[src/rtl/mem_access_pkg.sv]
// Shared encodings and widths for the MEM-stage load/store unit.
// Access-size codes, FSM states and the byte-count helper live here.
package mem_access_pkg;

  localparam int unsigned MemSelBus  = 2;
  localparam int unsigned RegAddrBus = 5;
  localparam int unsigned RegBus     = 32;

  localparam logic [MemSelBus-1:0] MEM_BYTE = 2'd0;
  localparam logic [MemSelBus-1:0] MEM_HALF = 2'd1;
  localparam logic [MemSelBus-1:0] MEM_WORD = 2'd2;

  typedef enum logic [1:0] {
    StIdle,
    StLoad,
    StStore,
    StDone
  } state_e;

  // Reserved size code 3 behaves as a word access.
  function automatic logic [2:0] sel_bytes(input logic [MemSelBus-1:0] sel);
    case (sel)
      MEM_BYTE: return 3'd1;
      MEM_HALF: return 3'd2;
      default:  return 3'd4;
    endcase
  endfunction

endpackage

[src/rtl/mem_load_extend.sv]
// Size/sign extension of a little-endian assembled load value whose
// valid bytes already sit in the low bits.
module mem_load_extend
  import mem_access_pkg::*;
(
  input  logic [RegBus-1:0]    i_data,
  input  logic [MemSelBus-1:0] i_sel,
  input  logic                 i_sign,
  output logic [RegBus-1:0]    o_data
);

  always_comb begin
    o_data = i_data;
    case (i_sel)
      MEM_BYTE: o_data = {{(RegBus-8){i_sign & i_data[7]}}, i_data[7:0]};
      MEM_HALF: o_data = {{(RegBus-16){i_sign & i_data[15]}}, i_data[15:0]};
      default:  o_data = i_data;
    endcase
  end

endmodule

[src/rtl/mem_access.sv]
// MEM-stage load/store unit: byte-serial access over a byte-wide RAM port,
// single-cycle writeback beat, upstream stall while an access is in flight.
module mem_access
  import mem_access_pkg::*;
#(
  parameter int unsigned ADDR_W  = 32,
  parameter int unsigned DATA_W  = RegBus,
  parameter int unsigned RAM_LAT = 1
) (
  input  logic                  clk,
  input  logic                  rst,
  input  logic                  valid_i,
  input  logic                  mem_en_i,
  input  logic                  mem_we_i,
  input  logic [MemSelBus-1:0]  mem_sel_i,
  input  logic                  load_sign_i,
  input  logic [ADDR_W-1:0]     mem_addr_i,
  input  logic [DATA_W-1:0]     store_data_i,
  input  logic [DATA_W-1:0]     alu_data_i,
  input  logic [RegAddrBus-1:0] rd_i,
  input  logic                  wreg_i,
  output logic                  stall_req,
  output logic                  wb_valid_o,
  output logic [RegAddrBus-1:0] rd_o,
  output logic                  wreg_o,
  output logic [DATA_W-1:0]     wdata_o,
  output logic [ADDR_W-1:0]     ram_a,
  output logic [7:0]            ram_dout,
  output logic                  ram_wr,
  input  logic [7:0]            ram_din
);

  state_e                r_state;
  logic [2:0]            r_cnt;
  logic [2:0]            r_nb;
  logic [ADDR_W-1:0]     r_addr;
  logic [DATA_W-1:0]     r_sdata;
  logic [DATA_W-9:0]     r_ldata;
  logic [MemSelBus-1:0]  r_sel;
  logic                  r_sign;
  logic                  r_wreg;
  logic [RegAddrBus-1:0] r_rd;

  logic              w_idle_like;
  logic              w_accept_mem;
  logic              w_load_last;
  logic              w_capture;
  logic [ADDR_W-1:0] w_next_addr;
  logic [DATA_W-1:0] w_shift;
  logic [DATA_W-1:0] w_aligned;
  logic [DATA_W-1:0] w_ext;

  // DONE behaves like IDLE for acceptance so back-to-back requests need no bubble.
  assign w_idle_like  = (r_state == StIdle) || (r_state == StDone);
  assign w_accept_mem = w_idle_like && valid_i && mem_en_i;
  assign stall_req    = !rst && (w_accept_mem || (r_state == StLoad) || (r_state == StStore));

  // r_cnt counts cycles since accept; byte k returns RAM_LAT cycles after its address.
  assign w_next_addr = r_addr + ADDR_W'(r_cnt);
  assign w_load_last = (r_cnt == r_nb + 3'(RAM_LAT));
  assign w_capture   = (r_cnt > 3'(RAM_LAT));

  // Bytes shift in from the top; the final value is aligned down by access size.
  assign w_shift = {ram_din, r_ldata};

  always_comb begin
    w_aligned = w_shift;
    case (r_sel)
      MEM_BYTE: w_aligned = {{(DATA_W-8){1'b0}}, w_shift[DATA_W-1 -: 8]};
      MEM_HALF: w_aligned = {{(DATA_W-16){1'b0}}, w_shift[DATA_W-1 -: 16]};
      default:  w_aligned = w_shift;
    endcase
  end

  mem_load_extend u_extend (
    .i_data (w_aligned),
    .i_sel  (r_sel),
    .i_sign (r_sign),
    .o_data (w_ext)
  );

  always_ff @(posedge clk) begin
    if (rst) begin
      r_state    <= StIdle;
      r_cnt      <= '0;
      r_nb       <= '0;
      r_addr     <= '0;
      r_sdata    <= '0;
      r_ldata    <= '0;
      r_sel      <= '0;
      r_sign     <= 1'b0;
      r_wreg     <= 1'b0;
      r_rd       <= '0;
      wb_valid_o <= 1'b0;
      rd_o       <= '0;
      wreg_o     <= 1'b0;
      wdata_o    <= '0;
      ram_a      <= '0;
      ram_dout   <= '0;
      ram_wr     <= 1'b0;
    end else begin
      wb_valid_o <= 1'b0;
      ram_wr     <= 1'b0;
      case (r_state)
        StLoad: begin
          if (r_cnt < r_nb) begin
            ram_a <= w_next_addr;
          end
          if (w_load_last) begin
            wb_valid_o <= 1'b1;
            rd_o       <= r_rd;
            wreg_o     <= r_wreg;
            wdata_o    <= w_ext;
            r_state    <= StDone;
          end else begin
            if (w_capture) begin
              r_ldata <= w_shift[DATA_W-1:8];
            end
            r_cnt <= r_cnt + 3'd1;
          end
        end
        StStore: begin
          if (r_cnt < r_nb) begin
            ram_wr   <= 1'b1;
            ram_a    <= w_next_addr;
            ram_dout <= r_sdata[7:0];
            r_sdata  <= r_sdata >> 8;
            r_cnt    <= r_cnt + 3'd1;
          end else begin
            wb_valid_o <= 1'b1;
            rd_o       <= r_rd;
            wreg_o     <= 1'b0;
            wdata_o    <= '0;
            r_state    <= StDone;
          end
        end
        StIdle, StDone: begin
          r_state <= StIdle;
          if (valid_i && mem_en_i) begin
            r_addr <= mem_addr_i;
            r_sel  <= mem_sel_i;
            r_nb   <= sel_bytes(mem_sel_i);
            r_sign <= load_sign_i;
            r_rd   <= rd_i;
            r_wreg <= wreg_i;
            r_cnt  <= 3'd1;
            ram_a  <= mem_addr_i;
            if (mem_we_i) begin
              ram_wr   <= 1'b1;
              ram_dout <= store_data_i[7:0];
              r_sdata  <= store_data_i >> 8;
              r_state  <= StStore;
            end else begin
              r_state <= StLoad;
            end
          end else if (valid_i) begin
            wb_valid_o <= 1'b1;
            rd_o       <= rd_i;
            wreg_o     <= wreg_i;
            wdata_o    <= alu_data_i;
          end
        end
        default: r_state <= StIdle;
      endcase
    end
  end

endmodule

[config.mk]
export PLATFORM = sky130hd
export DESIGN_NAME = mem_access
export DESIGN_NICKNAME = d
export VERILOG_FILES = /design/src/rtl/mem_access_pkg.sv /design/src/rtl/mem_load_extend.sv /design/src/rtl/mem_access.sv
export SDC_FILE = /design/constraint.sdc
export NUM_CORES = 1
export LEC_CHECK = 0
export ABC_AREA = 1
export CORE_ASPECT_RATIO = 0.9
export CORE_UTILIZATION = 40
export CTS_CLUSTER_DIAMETER = 50
export DETAILED_ROUTE_END_ITERATION = 12
export PLACE_DENSITY_LB_ADDON = 0.1
export SETUP_SLACK_MARGIN = 0.05
export SKIP_CTS_REPAIR_TIMING = 1
export SYNTH_ARGS = -nofsm -noshare
export SYNTH_HDL_FRONTEND = slang
export SYNTH_SLANG_ARGS = --single-unit
[constraint.sdc]
create_clock -name clk -period 3.7 [get_ports clk]
set_input_delay 0.74 -clock clk [delete_from_list [all_inputs] [get_ports clk]]
set_output_delay 0.74 -clock clk [all_outputs]
set_load 0.03 [all_outputs]
# --- Yosys cells after proc, flatten, opt, wreduce, memory -nomap -nowiden ---
# Index checks and enable logic that the tools add are counted.
word_totals:
  regBits: 185
  input_bits: 118
  out_inout_bits: 81
  word_cells: 108
classes:
  n_addsub: 3
  order_cmp: 2
  eq_ne: 15
  mux: 47
  n_bitwise: 3
  n_reduce_logical: 21
op_table:
  columns: ["op", "count"]
  rows:
  - ["$mux 32", 9]
  - ["$pmux 32 s2", 4]
  - ["$pmux 32 s3", 1]
  - ["$add 32x3->32", 1]
  - ["$mux 8", 3]
  - ["$mux 5", 4]
  - ["$pmux 8 s2", 1]
  - ["$pmux 5 s3", 1]
  - ["$ne 2x2->1 const B", 7]
  - ["$mux 1", 11]
  - ["$mux 3", 3]
  - ["$pmux 3 s3", 1]
  - ["$mux 2", 4]
  - ["$reduce_and 4->1", 2]
  - ["$add 3x1->3 const B", 2]
  - ["$eq 2x1->1 const B", 3]
  - ["$logic_not 2->1", 3]
  - ["$pmux 1 s3", 2]
  - ["$pmux 2 s3", 1]
  - ["$pmux 3 s2", 1]
  - ["$reduce_and 2->1", 3]
  - ["$reduce_and 3->1", 2]
  - ["$eq 2x2->1 const B", 2]
  - ["$logic_and 1x1->1", 4]
  - ["11 further kinds", 16]

# --- Depth between registers and ports, before layout ---
depth:
  ltp_word: 7
  ltp_mapped: 12
  mapped_depth_nobuf: 12

# --- Modules after synthesis ---
# A second synthesis with hierarchy kept.
unflattened:
  cells_unflattened: 1420
  area_unflattened_um2: 9410.3
modules_own_cells:
  columns: ["mod", "instances", "cells_per_inst", "area_per_inst_um2", "seq_area_each_um2"]
  rows:
  - ["mem_access", 1, 1348, 8987.4, 3543.4]
  - ["mem_load_extend", 1, 72, 422.9, 0.0]

# --- Worst setup path after synthesis ---
# Ideal clock, no wire load.
synth_timing:
  path_type: "register to output"
  startpoint: "reg r_state[0]"
  endpoint: "out stall_req"
  arrival_time_ns: 1.915
  required_time_ns: 2.960
  path_slack_ns: 1.045
  stages_incl_launch_ff: 10
  path_buffers: 3
  cell_sequence: "dfxtp_1 inv_1 ha_1 buf_4 inv_4 nor2_8 inv_2 buf_2 buf_2 a31oi_1"
synth_between:
  elab_chain_len: 7
  elab_cells_between_ends: 10
  classes_between: "eq/ne (3); reduce/logical (7)"
synth_rtl:
  columns: ["element", "line", "source"]
  rows:
  - ["start, declared", "mem_access.sv:33", "state_e r_state;"]
  - ["start signal, assigned", "mem_access.sv:84", "r_state <= StIdle;"]
  - ["start signal, assigned", "mem_access.sv:114", "r_state <= StDone;"]
  - ["start signal, assigned", "mem_access.sv:134", "r_state <= StDone;"]
  - ["$eq 2x2->1 / $logic_not 2->1 (equally long branches)", "mem_access.sv:54", "assign w_idle_like = (r_state == StIdle) || (r_state == StDone);"]
  - ["$logic_or 1x1->1", "mem_access.sv:54", null]
  - ["$logic_and 1x1->1 (2 in series)", "mem_access.sv:55", "assign w_accept_mem = w_idle_like && valid_i && mem_en_i;"]
  - ["$logic_or 1x1->1", "mem_access.sv:56", "assign stall_req = !rst && (w_accept_mem || (r_state == StLoad) || (r_state == StStore));"]
  - ["$logic_or 1x1->1 *", "mem_access.sv:56", null]
  - ["$logic_and 1x1->1 *", "mem_access.sv:56", null]
  - ["end, declared", "mem_access.sv:22", "output logic stall_req,"]
# Mark *: on every way between the ends. The rest lies on a longest branch, timed or not.

# --- Worst setup path in the final report ---
layout_timing:
  startpoint: "in valid_i"
  endpoint: "out stall_req"
layout_between:
  elab_chain_len: 5
layout_rtl:
  columns: ["element", "line", "source"]
  rows:
  - ["start, declared", "mem_access.sv:12", "input logic valid_i,"]
  - ["$logic_and 1x1->1 (2 in series)", "mem_access.sv:55", null]
  - ["$logic_or 1x1->1 (2 in series)", "mem_access.sv:56", null]
  - ["$logic_and 1x1->1", "mem_access.sv:56", null]
# Every way passes these cells.

==> out/metrics.yaml <==
status: "finished, final reports clean"
antenna_found_initial: 0
grtUsageTotal_pct: 23.4
seq_area_frac_synth_pct: 38.0
viasPerCell: 4.92
cts_sinks: 177
synthArstFlopShare_pct: 0
vias: 9450
synth.avg_cell_area_um2: 6.39
initial_utilization_pct: 41.1
syn_nets: 1588
crit_family: "buffers and inverters"
gr-total-overflow: 0
dp.cells: 1888
period_needed_ns: 2.92
yosys.area.top_type_share_pct: 38.0
layoutNonFillerInstCount: 1920
power_density_nw_per_um2: 862
setup_viol: 0
clockPowerShare_pct: 17.7
fin_crit_sh_pct: 79.0
first_pass_iters: 6
gp_congestion: 0.913
synth_top_area_cell: "dfxtp_1"
slew_viol_final: 0
slew_headroom_pct: 38.5
p_leak_uw: 0.00519
finClkSkew_ns: 0.0145
p_sw_uw: 4890
worst_slew_pin_slew_ns: 0.921
yosys-top-cells-count: "414 x nand2_1, 195 x inv_1, 182 x nor2_1"
syn_to_final_growth_pct: 28.3
antenna_left: 0
syn_inst: 1459
crit_required_ns: 2.96
floorplan.rows: 52
setup_tns_ns: 0
combPwrFrac_pct: 53.9
ys.flop_type: "dfxtp_1"
max_stage_delay_ns: 0.49
wl_per_cell_um: 14.4
wl_mm: 27.6
die_area_um2: 23900
cts.clk_slew.worst_paths_ns: 0.08
p_int_uw: 5420
grt_pass1_vias: 8565
fmax_ghz: 0.342
yosysWarnings: 0
cap_violations: 0
n_antenna_cell: 0
fin_area_um2: 12000
grt_pass1_wl_mm: 44.4
hold_path_class: "reg -> reg"
cp.arrival_ns: 2.18
crit_chain: "clkdlybuf4s50_1, nand2_2, nor2_8, inv_2, a31oi_1, buf_4"
dp_hpwl_mm: 19.5
synth_seq_cells: 177
finalNetCount: 1739
h-tree-depth: 4
port_buffers: 198
coreArea_um2: 22600
synth_edf_count: 0
fin_ws_ns: 0.777
vdd_drop_max_v: 0.000513
ys_types: 39
grt_max_degree: 59
rsz0062_at_grt: "false"
path_class: "in -> out"
drt-initial-drc-count: 632
cts-buffers-inserted: 17
synth_most_common_cell: "nand2_1"
finalHoldViolations: 0
clk_latency_ns: 0.45
drive_gt1_share_pct: 4.19
pre_cts_ws_ns: 0.772
switching_share_pct: 47.5
ys_top_cells_by_area: "dfxtp_1 38%, nand2_1 17%, inv_1 7.9%"
die_x_um: 163
cts_tree: "built"
slowest_stage: "clkdlybuf4s50_1"
path_buf_inv: 3
worstSetupStartpointType: "input pin"
ctsRootBufferMaster: "clkbuf_16"
syn_area_um2: 9320
placed_area_um2: 11400
cp_max_fo: 19
cts.path.max_buffers: 2
pwr-share-seq_pct: 28.4
die_height_um: 147
pin_count: 199
drc: 0
endpoint_kind: "primary output"
r2r_slack_ns: 0.95
worst register-to-register path, stage by stage, from the launching register on:
cell and delay, ns:
dfxtp_1 0.48, ha_1 0.30, a21oi_1 0.13, nand2_1 0.15
inv_1 0.08, nand2_1 0.43, nand3_4 0.48, buf_4 0.40
nand2_1 0.12, nand2_1 0.07, nor2_1 0.04
cell usage in the layout, fill, tap and decap left out, types with 4 or more instances in the layout:
cell             count
buf_4               16
nor2_1             181
inv_1              194
a21oi_1            105
nand3_1             71
dfxtp_1            177
o21ai_0            123
a221oi_1            11
xor2_1              10
o22ai_1             14
inv_8                5
or2_2                4
ha_1                 9
o21ai_1              4
nand2_1            414
clkdlybuf4s50_1    196
a211oi_1            11
inv_6                4
nand4_1             20
clkbuf_16           17
power groups by stage:
stage,sequential (µW),combinational (µW),clock [µW]
after floorplan,3610,3340,0
after global placement,2970,5510,0
after detailed placement,2960,5550,0
after CTS,2930,5590,1860
after global routing,3010,6220,1940
final,2930,5560,1820
kinds of logic after synthesis:
kind of cell | synth area share (%)
xor gates and xnor gates | 1.22
AOI/OAI and AO/OA | 16.1
buffers and inverters | 12.6
and+or+nand+nor | 30.4
DFF | 38.0
adders and majority gates | 1.56
worst paths after layout:
kind                    start           to  cells after the start
setup / recovery      valid_i    stall_req                      6
hold / removal    r_sdata[14]  r_sdata[14]                      2
setup reg to reg     r_cnt[2]   wdata_o[4]                     10
hold reg to reg   r_sdata[14]  r_sdata[14]                      2
sequential cells by signal, indices dropped and copies added, names as in the netlist, 2 cells and up:
| name | flops |
|---|---|
| wdata_o | 32 |
| r_rd | 5 |
| r_ldata | 24 |
| rd_o | 5 |
| r_state | 2 |
| r_sel | 2 |
| r_nb | 3 |
| ram_dout | 8 |
| r_cnt | 3 |
| r_sdata | 24 |
| r_addr | 32 |
| ram_a | 32 |
layer usage:
layer	global-route usage (%)	share of wire, %
met1	34.4	50
met3	4.21	5.8
met2	34.3	43
met5	0	0
met4	7.20	1.5
per-stage QoR:
step	hold slack, ns	total power, µW	util (%)
2_1_floorplan	0.424	6950	-
4_1_cts	0.455	10400	52.8
3_3_place_gp	0.437	8480	50.2
3_5_place_dp	0.444	8520	50.2
6_report	0.452	10300	52.8
5_1_grt	0.476	11200	52.8
final cells by class:
| type | count | area [µm²] |
|---|---|---|
| Timing Repair Buffer | 214 | 2110 |
| Sequential cell | 177 | 3540 |
| Fill cell | 2308 | 10700 |
| Clock inverter | 14 | 141 |
| Tap cell | 297 | 372 |
| Inverter | 199 | 752 |
| Multi-Input combinational cell | 1001 | 4600 |
| Clock buffer | 18 | 439 |
Power figures use the tool's default switching activity.
